<file path="src/rtl/nrisc_mul_seq_pkg.sv">
// ----------------------------------------------------------------------------
// nrisc_mul_seq_pkg
// Shared constants for the multiply sequencer and its ULA-facing interface:
// default datapath width, ULA command encodings and ULA flag bit positions.
// ----------------------------------------------------------------------------
package nrisc_mul_seq_pkg;

   // Default operand / result / ULA width.
   localparam int TAM_DEFAULT = 32;

   // ULA commands: [3:1] selects the operation, [0] is the modifier.
   localparam logic [3:0] ULA_ADD = 4'b0000;
   localparam logic [3:0] ULA_SHL = 4'b1100;
   localparam logic [3:0] ULA_SHR = 4'b1000;

   // Bit positions inside ULA_flags = {minus, zero, carry}.
   localparam int FLAG_MINUS = 2;
   localparam int FLAG_ZERO  = 1;
   localparam int FLAG_CARRY = 0;

endpackage

</file>
<file path="src/rtl/nrisc_mul_seq_if.sv">
// ----------------------------------------------------------------------------
// nrisc_mul_seq_if
// Bundles the multiply request/response handshake and the ULA
// operand/command/result bus seen by the multiply sequencer.
//
//   mul_valid  requester -> seq   request strobe
//   mul_ready  seq -> requester   high while the sequencer is idle
//   mul_a/b    requester -> seq   operands, sampled on acceptance
//   mul_result seq -> requester   product mod 2^TAM, held until next accept
//   mul_done   seq -> requester   one-cycle pulse, mul_result valid with it
//   ULA_A/B    seq -> ULA         operands
//   ULA_ctrl   seq -> ULA         command
//   ULA_OUT    ULA -> seq         registered result (1-cycle latency)
//   ULA_flags  ULA -> seq         {minus, zero, carry}, registered with ULA_OUT
//
// Modports: slave is the sequencer's view; master is the surrounding
// environment (requester plus ULA).
// ----------------------------------------------------------------------------
interface nrisc_mul_seq_if
   import nrisc_mul_seq_pkg::*;
#(
   parameter int TAM = TAM_DEFAULT
);

   logic           mul_valid;
   logic           mul_ready;
   logic [TAM-1:0] mul_a;
   logic [TAM-1:0] mul_b;
   logic [TAM-1:0] mul_result;
   logic           mul_done;

   logic [TAM-1:0] ULA_A;
   logic [TAM-1:0] ULA_B;
   logic [3:0]     ULA_ctrl;
   logic [TAM-1:0] ULA_OUT;
   logic [2:0]     ULA_flags;

   modport slave (
      input  mul_valid, mul_a, mul_b, ULA_OUT, ULA_flags,
      output mul_ready, mul_result, mul_done, ULA_A, ULA_B, ULA_ctrl
   );

   modport master (
      output mul_valid, mul_a, mul_b, ULA_OUT, ULA_flags,
      input  mul_ready, mul_result, mul_done, ULA_A, ULA_B, ULA_ctrl
   );

endinterface

</file>
<file path="src/rtl/nrisc_mul_seq.sv">
// ----------------------------------------------------------------------------
// nrisc_mul_seq
// Multi-cycle unsigned shift-and-add multiplier that drives the shared ULA.
// Every arithmetic step (accumulate, shift multiplicand left, shift
// multiplier right) is issued to the ULA and its registered result is read
// back one cycle later, so each ULA op costs an issue (_I) and a wait (_W)
// cycle. The low TAM bits of the product are returned.
//
// Ports:
//   clk  rising-edge clock
//   rst  synchronous, active-high reset
//   bus  nrisc_mul_seq_if.slave: multiply handshake + ULA operand/command bus
// ----------------------------------------------------------------------------
module nrisc_mul_seq
   import nrisc_mul_seq_pkg::*;
#(
   parameter int TAM = TAM_DEFAULT
) (
   input  logic           clk,
   input  logic           rst,
   nrisc_mul_seq_if.slave bus
);

   typedef enum logic [2:0] {
      S_IDLE,
      S_ADD_I,
      S_ADD_W,
      S_SHL_I,
      S_SHL_W,
      S_SHR_I,
      S_SHR_W,
      S_DONE
   } state_t;

   state_t         state;
   state_t         state_nxt;

   logic [TAM-1:0] acc;     // running partial product
   logic [TAM-1:0] mc;      // multiplicand, shifted left each iteration
   logic [TAM-1:0] mp;      // multiplier, shifted right each iteration
   logic [TAM-1:0] result;
   logic           done;

   logic           accept;
   logic [TAM-1:0] ula_a;
   logic [TAM-1:0] ula_b;
   logic [3:0]     ula_ctrl;

   assign accept = (state == S_IDLE) && bus.mul_valid;

   // -------------------------------------------------------------------------
   // Next-state logic.
   // -------------------------------------------------------------------------
   always_comb begin
      // NOTE: default first so every path assigns state_nxt; no latch.
      state_nxt = state;
      unique case (state)
         S_IDLE: begin
            if (bus.mul_valid) begin
               if (bus.mul_b == '0) begin
                  state_nxt = S_DONE;
               end else if (bus.mul_b[0]) begin
                  state_nxt = S_ADD_I;
               end else begin
                  state_nxt = S_SHL_I;
               end
            end
         end
         S_ADD_I: state_nxt = S_ADD_W;
         S_ADD_W: state_nxt = S_SHL_I;
         S_SHL_I: state_nxt = S_SHL_W;
         S_SHL_W: state_nxt = S_SHR_I;
         S_SHR_I: state_nxt = S_SHR_W;
         S_SHR_W: begin
            // The shifted multiplier is only visible on ULA_OUT this cycle;
            // its zero flag ends the loop, its LSB picks the next step.
            if (bus.ULA_flags[FLAG_ZERO]) begin
               state_nxt = S_DONE;
            end else if (bus.ULA_OUT[0]) begin
               state_nxt = S_ADD_I;
            end else begin
               state_nxt = S_SHL_I;
            end
         end
         S_DONE:  state_nxt = S_IDLE;
         default: state_nxt = S_IDLE;
      endcase
   end

   // -------------------------------------------------------------------------
   // ULA drive: purely a function of state and registers, held for both the
   // issue and the wait cycle of each op.
   // -------------------------------------------------------------------------
   always_comb begin
      ula_a    = '0;
      ula_b    = '0;
      ula_ctrl = ULA_ADD;
      unique case (state)
         S_ADD_I, S_ADD_W: begin
            ula_a    = acc;
            ula_b    = mc;
            ula_ctrl = ULA_ADD;
         end
         S_SHL_I, S_SHL_W: begin
            ula_a    = mc;
            ula_b    = TAM'(1);
            ula_ctrl = ULA_SHL;
         end
         S_SHR_I, S_SHR_W: begin
            ula_a    = mp;
            ula_b    = TAM'(1);
            ula_ctrl = ULA_SHR;
         end
         default: begin
            ula_a    = '0;
            ula_b    = '0;
            ula_ctrl = ULA_ADD;
         end
      endcase
   end

   // -------------------------------------------------------------------------
   // State and datapath registers.
   // -------------------------------------------------------------------------
   always_ff @(posedge clk) begin
      // NOTE: non-blocking assignments so every register samples pre-edge values.
      if (rst) begin
         state  <= S_IDLE;
         acc    <= '0;
         mc     <= '0;
         mp     <= '0;
         result <= '0;
         done   <= 1'b0;
      end else begin
         state <= state_nxt;
         done  <= 1'b0;
         unique case (state)
            S_IDLE: begin
               if (accept) begin
                  acc <= '0;
                  mc  <= bus.mul_a;
                  mp  <= bus.mul_b;
               end
            end
            S_ADD_W: acc <= bus.ULA_OUT;
            S_SHL_W: mc  <= bus.ULA_OUT;
            S_SHR_W: mp  <= bus.ULA_OUT;
            S_DONE: begin
               // Result and strobe are registered together, so mul_done
               // rises in the first IDLE cycle with mul_result already valid.
               result <= acc;
               done   <= 1'b1;
            end
            default: ;
         endcase
      end
   end

   assign bus.mul_ready  = (state == S_IDLE);
   assign bus.mul_result = result;
   assign bus.mul_done   = done;
   assign bus.ULA_A      = ula_a;
   assign bus.ULA_B      = ula_b;
   assign bus.ULA_ctrl   = ula_ctrl;

endmodule

</file>
<file path="src/flat_wrapper.sv">
// flat-port wrapper written by rule: the top's interface ports become plain ports
module nrisc_mul_seq_flat import nrisc_mul_seq_pkg::*;
#(
   parameter int TAM = TAM_DEFAULT
)
  (clk, rst, bus_mul_valid, bus_mul_a, bus_mul_b, bus_ULA_OUT, bus_ULA_flags, bus_mul_ready, bus_mul_result, bus_mul_done, bus_ULA_A, bus_ULA_B, bus_ULA_ctrl);
  nrisc_mul_seq_if #(.TAM(TAM)) bus_i ();
  input  logic clk;
  input  logic rst;
  input wire logic [$bits(bus_i.mul_valid)-1:0] bus_mul_valid;
  input wire logic [$bits(bus_i.mul_a)-1:0] bus_mul_a;
  input wire logic [$bits(bus_i.mul_b)-1:0] bus_mul_b;
  input wire logic [$bits(bus_i.ULA_OUT)-1:0] bus_ULA_OUT;
  input wire logic [$bits(bus_i.ULA_flags)-1:0] bus_ULA_flags;
  output wire logic [$bits(bus_i.mul_ready)-1:0] bus_mul_ready;
  output wire logic [$bits(bus_i.mul_result)-1:0] bus_mul_result;
  output wire logic [$bits(bus_i.mul_done)-1:0] bus_mul_done;
  output wire logic [$bits(bus_i.ULA_A)-1:0] bus_ULA_A;
  output wire logic [$bits(bus_i.ULA_B)-1:0] bus_ULA_B;
  output wire logic [$bits(bus_i.ULA_ctrl)-1:0] bus_ULA_ctrl;
  assign bus_i.mul_valid = bus_mul_valid;
  assign bus_i.mul_a = bus_mul_a;
  assign bus_i.mul_b = bus_mul_b;
  assign bus_i.ULA_OUT = bus_ULA_OUT;
  assign bus_i.ULA_flags = bus_ULA_flags;
  assign bus_mul_ready = bus_i.mul_ready;
  assign bus_mul_result = bus_i.mul_result;
  assign bus_mul_done = bus_i.mul_done;
  assign bus_ULA_A = bus_i.ULA_A;
  assign bus_ULA_B = bus_i.ULA_B;
  assign bus_ULA_ctrl = bus_i.ULA_ctrl;
  nrisc_mul_seq #(.TAM(TAM)) u_core (.clk(clk), .rst(rst), .bus(bus_i));
endmodule
</file>
<file path="config.mk">
export PLATFORM = sky130hd
export DESIGN_NAME = nrisc_mul_seq_flat
export DESIGN_NICKNAME = d
export VERILOG_FILES = /design/src/rtl/nrisc_mul_seq_pkg.sv /design/src/rtl/nrisc_mul_seq_if.sv /design/src/rtl/nrisc_mul_seq.sv /design/src/flat_wrapper.sv
export SDC_FILE = /design/constraint.sdc
export NUM_CORES = 1
export LEC_CHECK = 0
export BUFFER_PORTS_ARGS = -buffer_cell sky130_fd_sc_hd__buf_2
export CORE_MARGIN = 5
export CORE_UTILIZATION = 50
export DETAILED_ROUTE_END_ITERATION = 6
export PLACE_DENSITY = 0.75
export SLEW_MARGIN = 20
export SYNTH_ARGS = -nofsm -noshare
export SYNTH_HDL_FRONTEND = slang
export SYNTH_SLANG_ARGS = --single-unit
</file>
<file path="constraint.sdc">
create_clock -name clk -period 1.59 [get_ports clk]
set_input_delay 0.159 -clock clk [delete_from_list [all_inputs] [get_ports clk]]
set_output_delay 0.159 -clock clk [all_outputs]
set_load 0.05 [all_outputs]
</file>
==> results of run 1 <==
==> cells in the mapped netlist (all sizes together) (2+ instances only) <==
cell type  count  share of area (%)
dfxtp        132                 42
nor2          70                4.2
mux2i         32                5.1
nand2        260                 16
buf           41                3.9
clkbuf        38                2.3
nor4           8               0.80
nor3           3               0.42
nand2b         2               0.20
and2          33                3.3
inv            3               0.18
a21oi         68                5.5
o21ai         35                2.9
nand3         34                2.7
a311oi        64                9.0
==> cell families after synthesis <==
| kind of cell | Yosys count | synth area share [%] |
|---|---|---|
| other | 1 | 0.0603 |
| AOI/OAI and AO/OA | 170 | 17.7 |
| and+or+nand+nor | 415 | 28.0 |
| xor gates and xnor gates | 1 | 0.141 |
| muxes | 32 | 5.15 |
| DFF | 132 | 42.5 |
| buffers and inverters | 82 | 6.44 |
==> flip-flops by register name, indices dropped and copies added (netlist names) <==
signal and flops:
u_core.acc 32, u_core.bus.mul_done 1, u_core.bus.mul_result 32, u_core.mc 32, u_core.mp 32, u_core.state 3
==> repair_timing <==
item | CTS | global route
hold buffers | 2 | 0
pin swaps | 6 | 38
resized for setup | 178 | 161
setup endpoints to repair | 77 | 180
setup buffers | 8 | 10
hold endpoints to repair | 2 | 0
cloned | 8 | 20
==> layout make-up <==
type / count / area, um^2 / area share (%)
repair buffers: 290 / 2870 / 27.5
flip-flops and latches: 132 / 2650 / 25.3
inverters: 3 / 11.3 / 0.108
well taps: 168 / 210 / 2.01
clock buffers: 23 / 488 / 4.67
clock inverters: 9 / 101 / 0.970
multi-input cells: 623 / 4120 / 39.4
==> metal layers <==
layer	global-route usage (%)	vias to the layer above
met3	8.82	158
li1	-	3340
met2	51.2	682
met1	38.6	3672
met5	0	-
met4	13.2	4
==> worst paths after layout <==
path                                            endpoint  cells past startpoint                              startpoint  slack, ps
setup / recovery                           bus_ULA_A[26]                      7            u_core.state[1]$_SDFFE_PP0P_       -520
hold / removal                u_core.acc[4]$_SDFFE_PP0P_                      3                          bus_ULA_OUT[4]         -1
setup reg to reg              u_core.mc[30]$_SDFFE_PP0P_                      8            u_core.state[0]$_SDFFE_PP0P_       -330
hold reg to reg   u_core.bus.mul_result[16]$_SDFFE_PP0P_                      2  u_core.bus.mul_result[16]$_SDFFE_PP0P_        450
==> layout by cell type, fill, tap and decap left out, drive strengths merged <==
cell type,n
or3b,1
nand2b,2
and2,34
clkinv,6
clkinvlp,1
conb,2
nand2,262
and4,1
o31ai,1
buf,276
a21oi,68
bufinv,2
nand3,34
a311oi,64
mux2i,32
and3,1
dfxtp,132
dlygate4sd3,2
xnor2,1
nand3b,1
nor4,8
nor2,70
o21ai,35
nand4,1
clkbuf,35
a211o,1
o22ai,1
inv,3
nor3,3
==> tightest hold or removal path, cell delays in order <==
cell and delay, ps:
buf_2 110, nand2_1 50, a21oi_1 50
==> per-stage QoR <==
step | utilization, % | setup slack (ps)
after floorplan | - | -185
after global placement | 65.7 | -105
after detailed placement | 65.7 | -129
after CTS | 77.5 | -400
after global routing | 86.2 | -547
final | 86.2 | -517
==> power by group through the flow <==
stage	Clock, mW	Combinational [mW]	Sequential (mW)
global placement	0	2.30	3.75
CTS	3.89	2.87	3.69
detailed placement	0	2.31	3.75
global route	4.07	3.88	3.77
finish	3.95	3.76	3.75
floorplan	0	1.58	3.71
==> qor.csv, run 1 <==
metric;value;unit
critical path class;reg -> out;
met3 wire len;3670;um
Ys Warns;0;
Post-DP Area;0.00796;mm^2
WP data arrival;1950;ps
outcome;finished, violations left;
io pins;204;
Post-synth EDFFs;0;
antenna-violating nets left;0;
leak pwr;4.20;nW
Top Layer Used;met5;
first-pass GRT wire length;36200;um
DRC violations left;0;
die area;0.0148;mm^2
wl on met1;10200;um
Max-Slew Margin vs Limit;48.1;%
cells along the critical path;or3b_4 -> o21ai_4 -> buf_6 -> buf_12 -> nand2_4 -> o21ai_4 -> buf_6;
CP max-delay cell;or3b_4;
Clock power frac;34.5;%
# diodes;0;
die width;122;um
maxcap violations;0;
CTS root buffer;clkbuf_16;
clk_skew;8.06;ps
cells after synthesis;833;
Row Count;40;
synthesis-to-finish area growth;67.9;%
Combinational Power Share;32.8;%
pwr/cell area;1100;mW/mm^2
worst setup margin;-517;ps
CTS buffer count;17;
routed wire length per instance;23.3;um
port buffer count;199;
via count;7856;
initial drt markers;1110;
Critical Path Max Stage Delay;440;ps
f_max;475;MHz
Clk Latency, worst-skew pair;420;ps
sequential share of the synthesized area;42.5;%
fin cells;1248;
worst min path class;in -> reg;
# setup viols final;174;
GR Overflow Total;0;
Worst-Margin Slew;779;ps
core area;0.0121;mm^2
Synth cell types;31;
synthesized area;0.00622;mm^2
ys flop type;dfxtp_1;
post-layout instance area;0.0104;mm^2
TritonCTS clock tree;done;
Final Hold Fails;1;
Setup TNS;-42060;ps
clk buf depth;2;
fin crit share;133;%
GRT Util Overall;31.3;%
net switching power;3.83;mW
Reg power frac;32.7;%
FF+latch count, synth;132;
sw frac;33.4;%
post-synthesis async set-or-reset flop share;0;%
final hold slack;-1.39;ps
initial antenna violation count;2;
number of global-route vias before repair;6969;
startpoint types;flop;
GPL Wtd Cong;0.849;
initial core utilization;51.4;%
nets;1169;
Max IR drop VDD;788;uV
crit end category;output port;
Avg Inst Size Synth;7.47;um^2
# clock sinks;132;
CTS HTree Levels;4;
Detailed Route WL;29000;um
Crit path max-delay family;simple AND/OR/NAND/NOR gates;
Max Slew Vio Count;0;
clock-pin slew on the worst setup and hold paths;60;ps
layout cells sized above 1;45.7;%
Fillers;603;
Int Pwr;7.63;mW
largest net degree at the start of global routing;133;
Via density;6.29;
Total Power;11.5;mW
Die Span Y;122;um
DP HPWL;14200;um
worst endpoint required time;1430;ps
critical-path maximum fanout;8;
DRT Pass-1 Iters;6;
unrepaired setup endpoints after global routing;true;
Worst Path Buf+Inv;3;
Final min period;2110;ps
Placed Cells incl. Taps;1170;
violated checks;negative hold slack, negative setup slack;
met2 WL;13700;um
Note: power is estimated with default switching activity, not from simulation.
==> run 2, diff against run 1 <==
--- a/config.mk
+++ b/config.mk
@@ -6,10 +6,12 @@
 export NUM_CORES = 1
 export LEC_CHECK = 0
 export BUFFER_PORTS_ARGS = -buffer_cell sky130_fd_sc_hd__buf_2
+export CELL_PAD_IN_SITES_DETAIL_PLACEMENT = 0
+export CELL_PAD_IN_SITES_GLOBAL_PLACEMENT = 1
 export CORE_MARGIN = 5
-export CORE_UTILIZATION = 50
+export CORE_UTILIZATION = 36
 export DETAILED_ROUTE_END_ITERATION = 6
-export PLACE_DENSITY = 0.75
+export PLACE_DENSITY = 0.76
 export SLEW_MARGIN = 20
 export SYNTH_ARGS = -nofsm -noshare
 export SYNTH_HDL_FRONTEND = slang
==> qor.csv, run 2 (synthesis gave the netlist of run 1 again) <==
metric;value;unit;change
Worst Path Buf+Inv;3;;unchanged
crit end category;output port;;unchanged
DP HPWL;15800;um;was 14,200 um
Row Count;48;;was 40
crit path from;u_core.state[0]$_SDFFE_PP0P_;;was u_core.state[1]$_SDFFE_PP0P_
GRT Util Overall;26.0;%;was 31.3%
first-pass GRT wire length;40500;um;was 36,200 um
io pins;204;;unchanged
Combinational Power Share;34.1;%;was 32.8%
maxcap violations;0;;unchanged
sw frac;33.5;%;was 33.4%
net switching power;3.93;mW;was 3.83 mW
Final min period;2040;ps;was 2110 ps
nets;1196;;was 1,169
Int Pwr;7.81;mW;was 7.63 mW
initial drt markers;509;;was 1,110
port buffer count;199;;unchanged
initial core utilization;36.3;%;was 51.4%
leak pwr;4.73;nW;was 4.20 nW
final hold slack;14.1;ps;was -1.39 ps
clock-pin slew on the worst setup and hold paths;60;ps;about the same
critical path class;reg -> out;;unchanged
CTS HTree Levels;4;;unchanged
initial antenna violation count;1;;was 2
largest net degree at the start of global routing;133;;unchanged
most frequent cells in the layout;nand2_1 (164), buf_2 (131), dfxtp_1 (129), nor2_1 (68), buf_6 (60);;was nand2_1 (203), buf_2 (131), dfxtp_1 (129), nor2_1 (67), a21oi_1 (65)
Via density;5.53;;was 6.29
unrepaired setup endpoints after global routing;true;;unchanged
CTS buffer count;17;;unchanged
Critical Path Max Stage Delay;400;ps;was 440 ps
clk buf depth;2;;unchanged
Setup TNS;-30830;ps;was -42,060 ps
antenna-violating nets left;0;;unchanged
reg-to-reg slack, setup;-180;ps;was -330 ps
number of global-route vias before repair;7136;;was 6,969
pwr/cell area;1010;mW/mm^2;was 1100 mW/mm^2
Critical Path End;bus_ULA_A[19];;was bus_ULA_A[26]
WP data arrival;1880;ps;was 1950 ps
RR Endpoint;u_core.mc[24]$_SDFFE_PP0P_;;was u_core.mc[30]$_SDFFE_PP0P_
CP max-delay cell;or3b_4;;unchanged
Max IR drop VDD;848;uV;was 788 uV
TritonCTS clock tree;done;;unchanged
violated checks;negative setup slack;;was negative hold slack, negative setup slack
FF-to-FF Start;u_core.state[1]$_SDFFE_PP0P_;;was u_core.state[0]$_SDFFE_PP0P_
hold wc startpoint;bus_mul_a[9];;was bus_ULA_OUT[4]
f_max;489;MHz;was 475 MHz
fin crit share;129;%;was 133%
worst endpoint required time;1430;ps;about the same
DRC violations left;0;;unchanged
core area;0.0171;mm^2;was 0.0121 mm^2
CTS root buffer;clkbuf_16;;unchanged
via count;7367;;was 7,856
cells along the critical path;or3b_4 -> o21ai_4 -> buf_12 -> buf_12 -> nand2_2 -> o21ai_4 -> buf_6;;was or3b_4 -> o21ai_4 -> buf_6 -> buf_12 -> nand2_4 -> o21ai_4 -> buf_6
Critical Path Stages;7;;unchanged
Clock power frac;33.8;%;was 34.5%
synthesis-to-finish area growth;87.5;%;was 67.9%
routed wire length per instance;21.3;um;was 23.3 um
Post-DP Area;0.00810;mm^2;was 0.00796 mm^2
Fillers;1357;;was 603
GPL Wtd Cong;0.823;;was 0.849
Max-Slew Margin vs Limit;47.2;%;was 48.1%
clk_skew;10.1;ps;was 8.06 ps
worst min path class;in -> reg;;unchanged
die area;0.0200;mm^2;was 0.0148 mm^2
Final Core Density;68.1;%;was 86.2%
# setup viols final;164;;was 174
worst setup margin;-454;ps;was -517 ps
outcome;finished, violations left;;unchanged
most common cell after layout, fill and taps aside;nand2_1;;unchanged
Clk Latency, worst-skew pair;420;ps;about the same
# clock sinks;132;;unchanged
die width;141;um;was 122 um
Max Slew Vio Count;0;;unchanged
startpoint types;flop;;unchanged
Reg power frac;32.1;%;was 32.7%
Crit path max-delay family;buffers and inverters;;was simple AND/OR/NAND/NOR gates
Die Span Y;141;um;was 122 um
Final Hold Fails;0;;was 1
GR Overflow Total;0;;unchanged
Worst-Margin Slew;792;ps;was 779 ps
FF-to-FF path depth;9;;was 8
critical-path maximum fanout;6;;was 8
DRT Pass-1 Iters;6;;unchanged
layout cells sized above 1;54.1;%;was 45.7%
Detailed Route WL;28300;um;was 29,000 um
post-layout instance area;0.0117;mm^2;was 0.0104 mm^2
## run 2: through the flow
stage	worst slack (ps)	std cells	power (mW)
CTS	-424	1321	11.1
detailed placement	-230	1223	6.18
finish	-454	1332	11.7
floorplan	-185	834	5.29
global placement	-169	1223	6.16
global route	-483	1332	12.1
## run 2: timing repair
action,CTS,global route
setup buffers,17,3
endpoints found under the setup margin,115,166
endpoints found under the hold margin,33,1
resized for setup,225,250
hold buffers,33,1
cloned,17,8
pin swaps,35,85
## run 2: final cells by class
| class | count | area [um^2] | share of cell area [%] |
|---|---|---|---|
| Clock buffer | 21 | 450 | 3.86 |
| Inverter | 3 | 11.3 | 0.0966 |
| Tap cell | 225 | 282 | 2.41 |
| Antenna cell | 1 | 2.50 | 0.0215 |
| Multi-Input combinational cell | 620 | 4760 | 40.9 |
| Sequential cell | 132 | 2650 | 22.7 |
| Timing Repair Buffer | 320 | 3370 | 28.9 |
| Clock inverter | 10 | 131 | 1.13 |
## run 2: layer usage
metal  wire length (um)  up-vias  track usage, %
met1              11900     3616            34.1
met2              13900      314            42.2
met5                  0        -               0
met4                438        0            6.46
met3               2160       41            7.79
li1                   -     3396               -
## run 2: power by group through the flow
| stage | sequential [mW] | clock [mW] | combinational, mW |
|---|---|---|---|
| 6_report | 3.77 | 3.97 | 4.01 |
| 4_1_cts | 3.72 | 4.00 | 3.38 |
| 5_1_grt | 3.79 | 4.16 | 4.18 |
| 2_1_floorplan | 3.71 | 0 | 1.58 |
| 3_5_place_dp | 3.76 | 0 | 2.42 |
| 3_3_place_gp | 3.75 | 0 | 2.41 |
## run 2: worst min-delay path, stage by stage
cell      delay [ps]
buf_2            100
nand2_1           40
a311oi_1          80
## run 2: worst min path at each step
| stage | slack, ps | to | cells after the start |
|---|---|---|---|
| after floorplan | 300 | u_core.acc[0]$_SDFFE_PP0P_ | 2 |
| after global placement | 430 | u_core.acc[14]$_SDFFE_PP0P_ | 3 |
| after detailed placement | 430 | u_core.mc[10]$_SDFFE_PP0P_ | 3 |
| after CTS | 0.2 | u_core.acc[9]$_SDFFE_PP0P_ | 3 |
| after global routing | 9 | u_core.acc[19]$_SDFFE_PP0P_ | 3 |
| final | 10 | u_core.mc[9]$_SDFFE_PP0P_ | 3 |
==> run 3, diff against run 2 <==
--- a/config.mk
+++ b/config.mk
@@ -8,10 +8,12 @@
 export BUFFER_PORTS_ARGS = -buffer_cell sky130_fd_sc_hd__buf_2
 export CELL_PAD_IN_SITES_DETAIL_PLACEMENT = 0
 export CELL_PAD_IN_SITES_GLOBAL_PLACEMENT = 1
-export CORE_MARGIN = 5
+export CORE_ASPECT_RATIO = 0.9
+export CORE_MARGIN = 2
 export CORE_UTILIZATION = 36
 export DETAILED_ROUTE_END_ITERATION = 6
 export PLACE_DENSITY = 0.76
+export SETUP_SLACK_MARGIN = 0.02
 export SLEW_MARGIN = 20
 export SYNTH_ARGS = -nofsm -noshare
 export SYNTH_HDL_FRONTEND = slang
==> qor.csv, run 3 (synthesis gave the netlist of run 1 again) <==
metric;value;unit;change
outcome;finished, violations left;;unchanged
violated checks;negative setup slack;;unchanged
GRT Util Overall;26.4;%;was 26.0%
via count;7499;;was 7,367
Detailed Route WL;28700;um;was 28,300 um
DRT Pass-1 Iters;4;;was 6
routing usage on met1;37.4;%;was 34.1%
fin crit share;129;%;about the same
clock-pin slew on the worst setup and hold paths;60;ps;about the same
die area;0.0183;mm^2;was 0.0200 mm^2
worst min path class;in -> reg;;unchanged
Final Hold Fails;0;;unchanged
# setup viols final;164;;unchanged
WP data arrival;1890;ps;was 1880 ps
most common cell after layout, fill and taps aside;nand2_1;;unchanged
io pins;204;;unchanged
largest net degree at the start of global routing;65;;was 133
initial core utilization;36.8;%;was 36.3%
clk buf depth;2;;unchanged
clk_skew;8.86;ps;was 10.1 ps
critical path class;reg -> out;;unchanged
critical-path maximum fanout;5;;was 6
GR Overflow Total;0;;unchanged
antenna-violating nets left;0;;unchanged
crit path from;u_core.state[0]$_SDFFE_PP0P_;;unchanged
gr busiest metal;met2;;unchanged
CP max-delay cell;or3b_4;;unchanged
maxcap violations;0;;unchanged
nets;1201;;was 1,196
Max Slew Vio Count;0;;unchanged
core area;0.0169;mm^2;was 0.0171 mm^2
GR Layer Usage met3;4.99;%;was 7.79%
cells along the critical path;or3b_4 -> o21ai_4 -> buf_12 -> buf_6 -> nand2_1 -> o21ai_4 -> buf_6;;was or3b_4 -> o21ai_4 -> buf_12 -> buf_12 -> nand2_2 -> o21ai_4 -> buf_6
f_max;487;MHz;was 489 MHz
CTS root buffer;clkbuf_16;;unchanged
Setup TNS;-49890;ps;was -30,830 ps
most frequent cells in the layout;nand2_1 (151), buf_2 (131), dfxtp_1 (129), nor2_1 (68), buf_6 (58);;was nand2_1 (164), buf_2 (131), dfxtp_1 (129), nor2_1 (68), buf_6 (60)
Placed Cells incl. Taps;1219;;was 1,223
initial drt markers;610;;was 509
DRC violations left;0;;unchanged
routed wire length per instance;21.7;um;was 21.3 um
Worst-Margin Slew;833;ps;was 792 ps
die width;143;um;was 141 um
Via density;5.67;;was 5.53
DP HPWL;15100;um;was 15,800 um
worst setup margin;-464;ps;was -454 ps
pwr/cell area;983;mW/mm^2;was 1010 mW/mm^2
layout cells sized above 1;55.9;%;was 54.1%
TritonCTS clock tree;done;;unchanged
worst endpoint required time;1430;ps;about the same
number of global-route vias before repair;6531;;was 7,136
CTS buffer count;17;;unchanged
Final min period;2050;ps;was 2040 ps
CTS HTree Levels;4;;unchanged
unrepaired setup endpoints after global routing;true;;unchanged
grt met2 use;41.0;%;was 42.2%
crit end category;output port;;unchanged
Fillers;1287;;was 1,357
leak pwr;4.76;nW;was 4.73 nW
Die Span Y;129;um;was 141 um
startpoint types;flop;;unchanged
Clk Latency, worst-skew pair;420;ps;about the same
synthesis-to-finish area growth;88.6;%;was 87.5%
GPL Wtd Cong;0.839;;was 0.823
Max IR drop VDD;825;uV;was 848 uV
port buffer count;199;;unchanged
initial antenna violation count;1;;unchanged
Max-Slew Margin vs Limit;44.5;%;was 47.2%
# clock sinks;132;;unchanged
FF-to-FF Start;u_core.state[2]$_SDFFE_PP0P_;;was u_core.state[1]$_SDFFE_PP0P_
Row Count;45;;was 48
first-pass GRT wire length;37100;um;was 40,500 um
fin cells;1323;;was 1,332
Critical Path Max Stage Delay;410;ps;was 400 ps
hold wc startpoint;bus_mul_a[20];;was bus_mul_a[9]
## run 3: what timing repair did
action                                  in CTS  in global routing
hold buffers                                16                  0
endpoints found under the setup margin     141                196
endpoints found under the hold margin       16                  0
setup buffers                                4                 19
cloned                                      12                 22
pin swaps                                   11                123
resized for setup                          147                347
## run 3: per-stage QoR
step / instance area [um^2] / setup WS (ps) / power, mW / hold slack [ps] / util [%]
global placement: 8180 / -121 / 6.17 / 429 / 48.4
finish: 11700 / -464 / 11.5 / 3.76 / 69.5
CTS: 9710 / -413 / 10.4 / 0.0373 / 57.5
global route: 11700 / -514 / 11.9 / 4.33 / 69.5
detailed placement: 8180 / -173 / 6.18 / 431 / 48.4
floorplan: 6670 / -185 / 5.31 / 295 / -
## run 3: final cells by class
type	count	area, um^2	area share, %
sequential	132	2650	22.6
tap	211	264	2.25
antenna	1	2.50	0.0213
timing repair buffer	321	3430	29.2
clock buffer	21	460	3.92
inverter	3	11.3	0.0960
clock inverter	10	83.8	0.715
multi-input combinational	624	4830	41.2
## run 3: final timing paths
kind                                                              end  slack (ps)  cells after the start
worst max-delay path                                     bus_ULA_A[5]        -460                      7
worst min-delay path                       u_core.mc[20]$_SDFFE_PP0P_           4                      3
worst max register to register             u_core.mp[30]$_SDFFE_PP0P_        -340                      9
worst min register to register  u_core.bus.mul_result[8]$_SDFFE_PP0P_         450                      2
## run 3: metal layers
metal | vias to the layer above | wire (um)
met5 | - | 0
met4 | 0 | 338
met2 | 339 | 13600
li1 | 3415 | -
met3 | 30 | 2090
met1 | 3715 | 12600
## run 3: report_power, final
part	internal (mW)	total [mW]	switching, mW	leakage (nW)
Clock	2.21	3.69	1.48	0.268
Combinational	1.80	4.07	2.27	3.41
Sequential	3.54	3.78	0.239	1.08
## run 3: critical path, delay by kind of cell (launching register included)
| family | cells | cell delay (ps) |
|---|---|---|
| buffers and inverters | 3 | 470 |
| and+or+nand+nor | 2 | 510 |
| DFF | 1 | 330 |
| AOI/OAI and AO/OA | 2 | 160 |
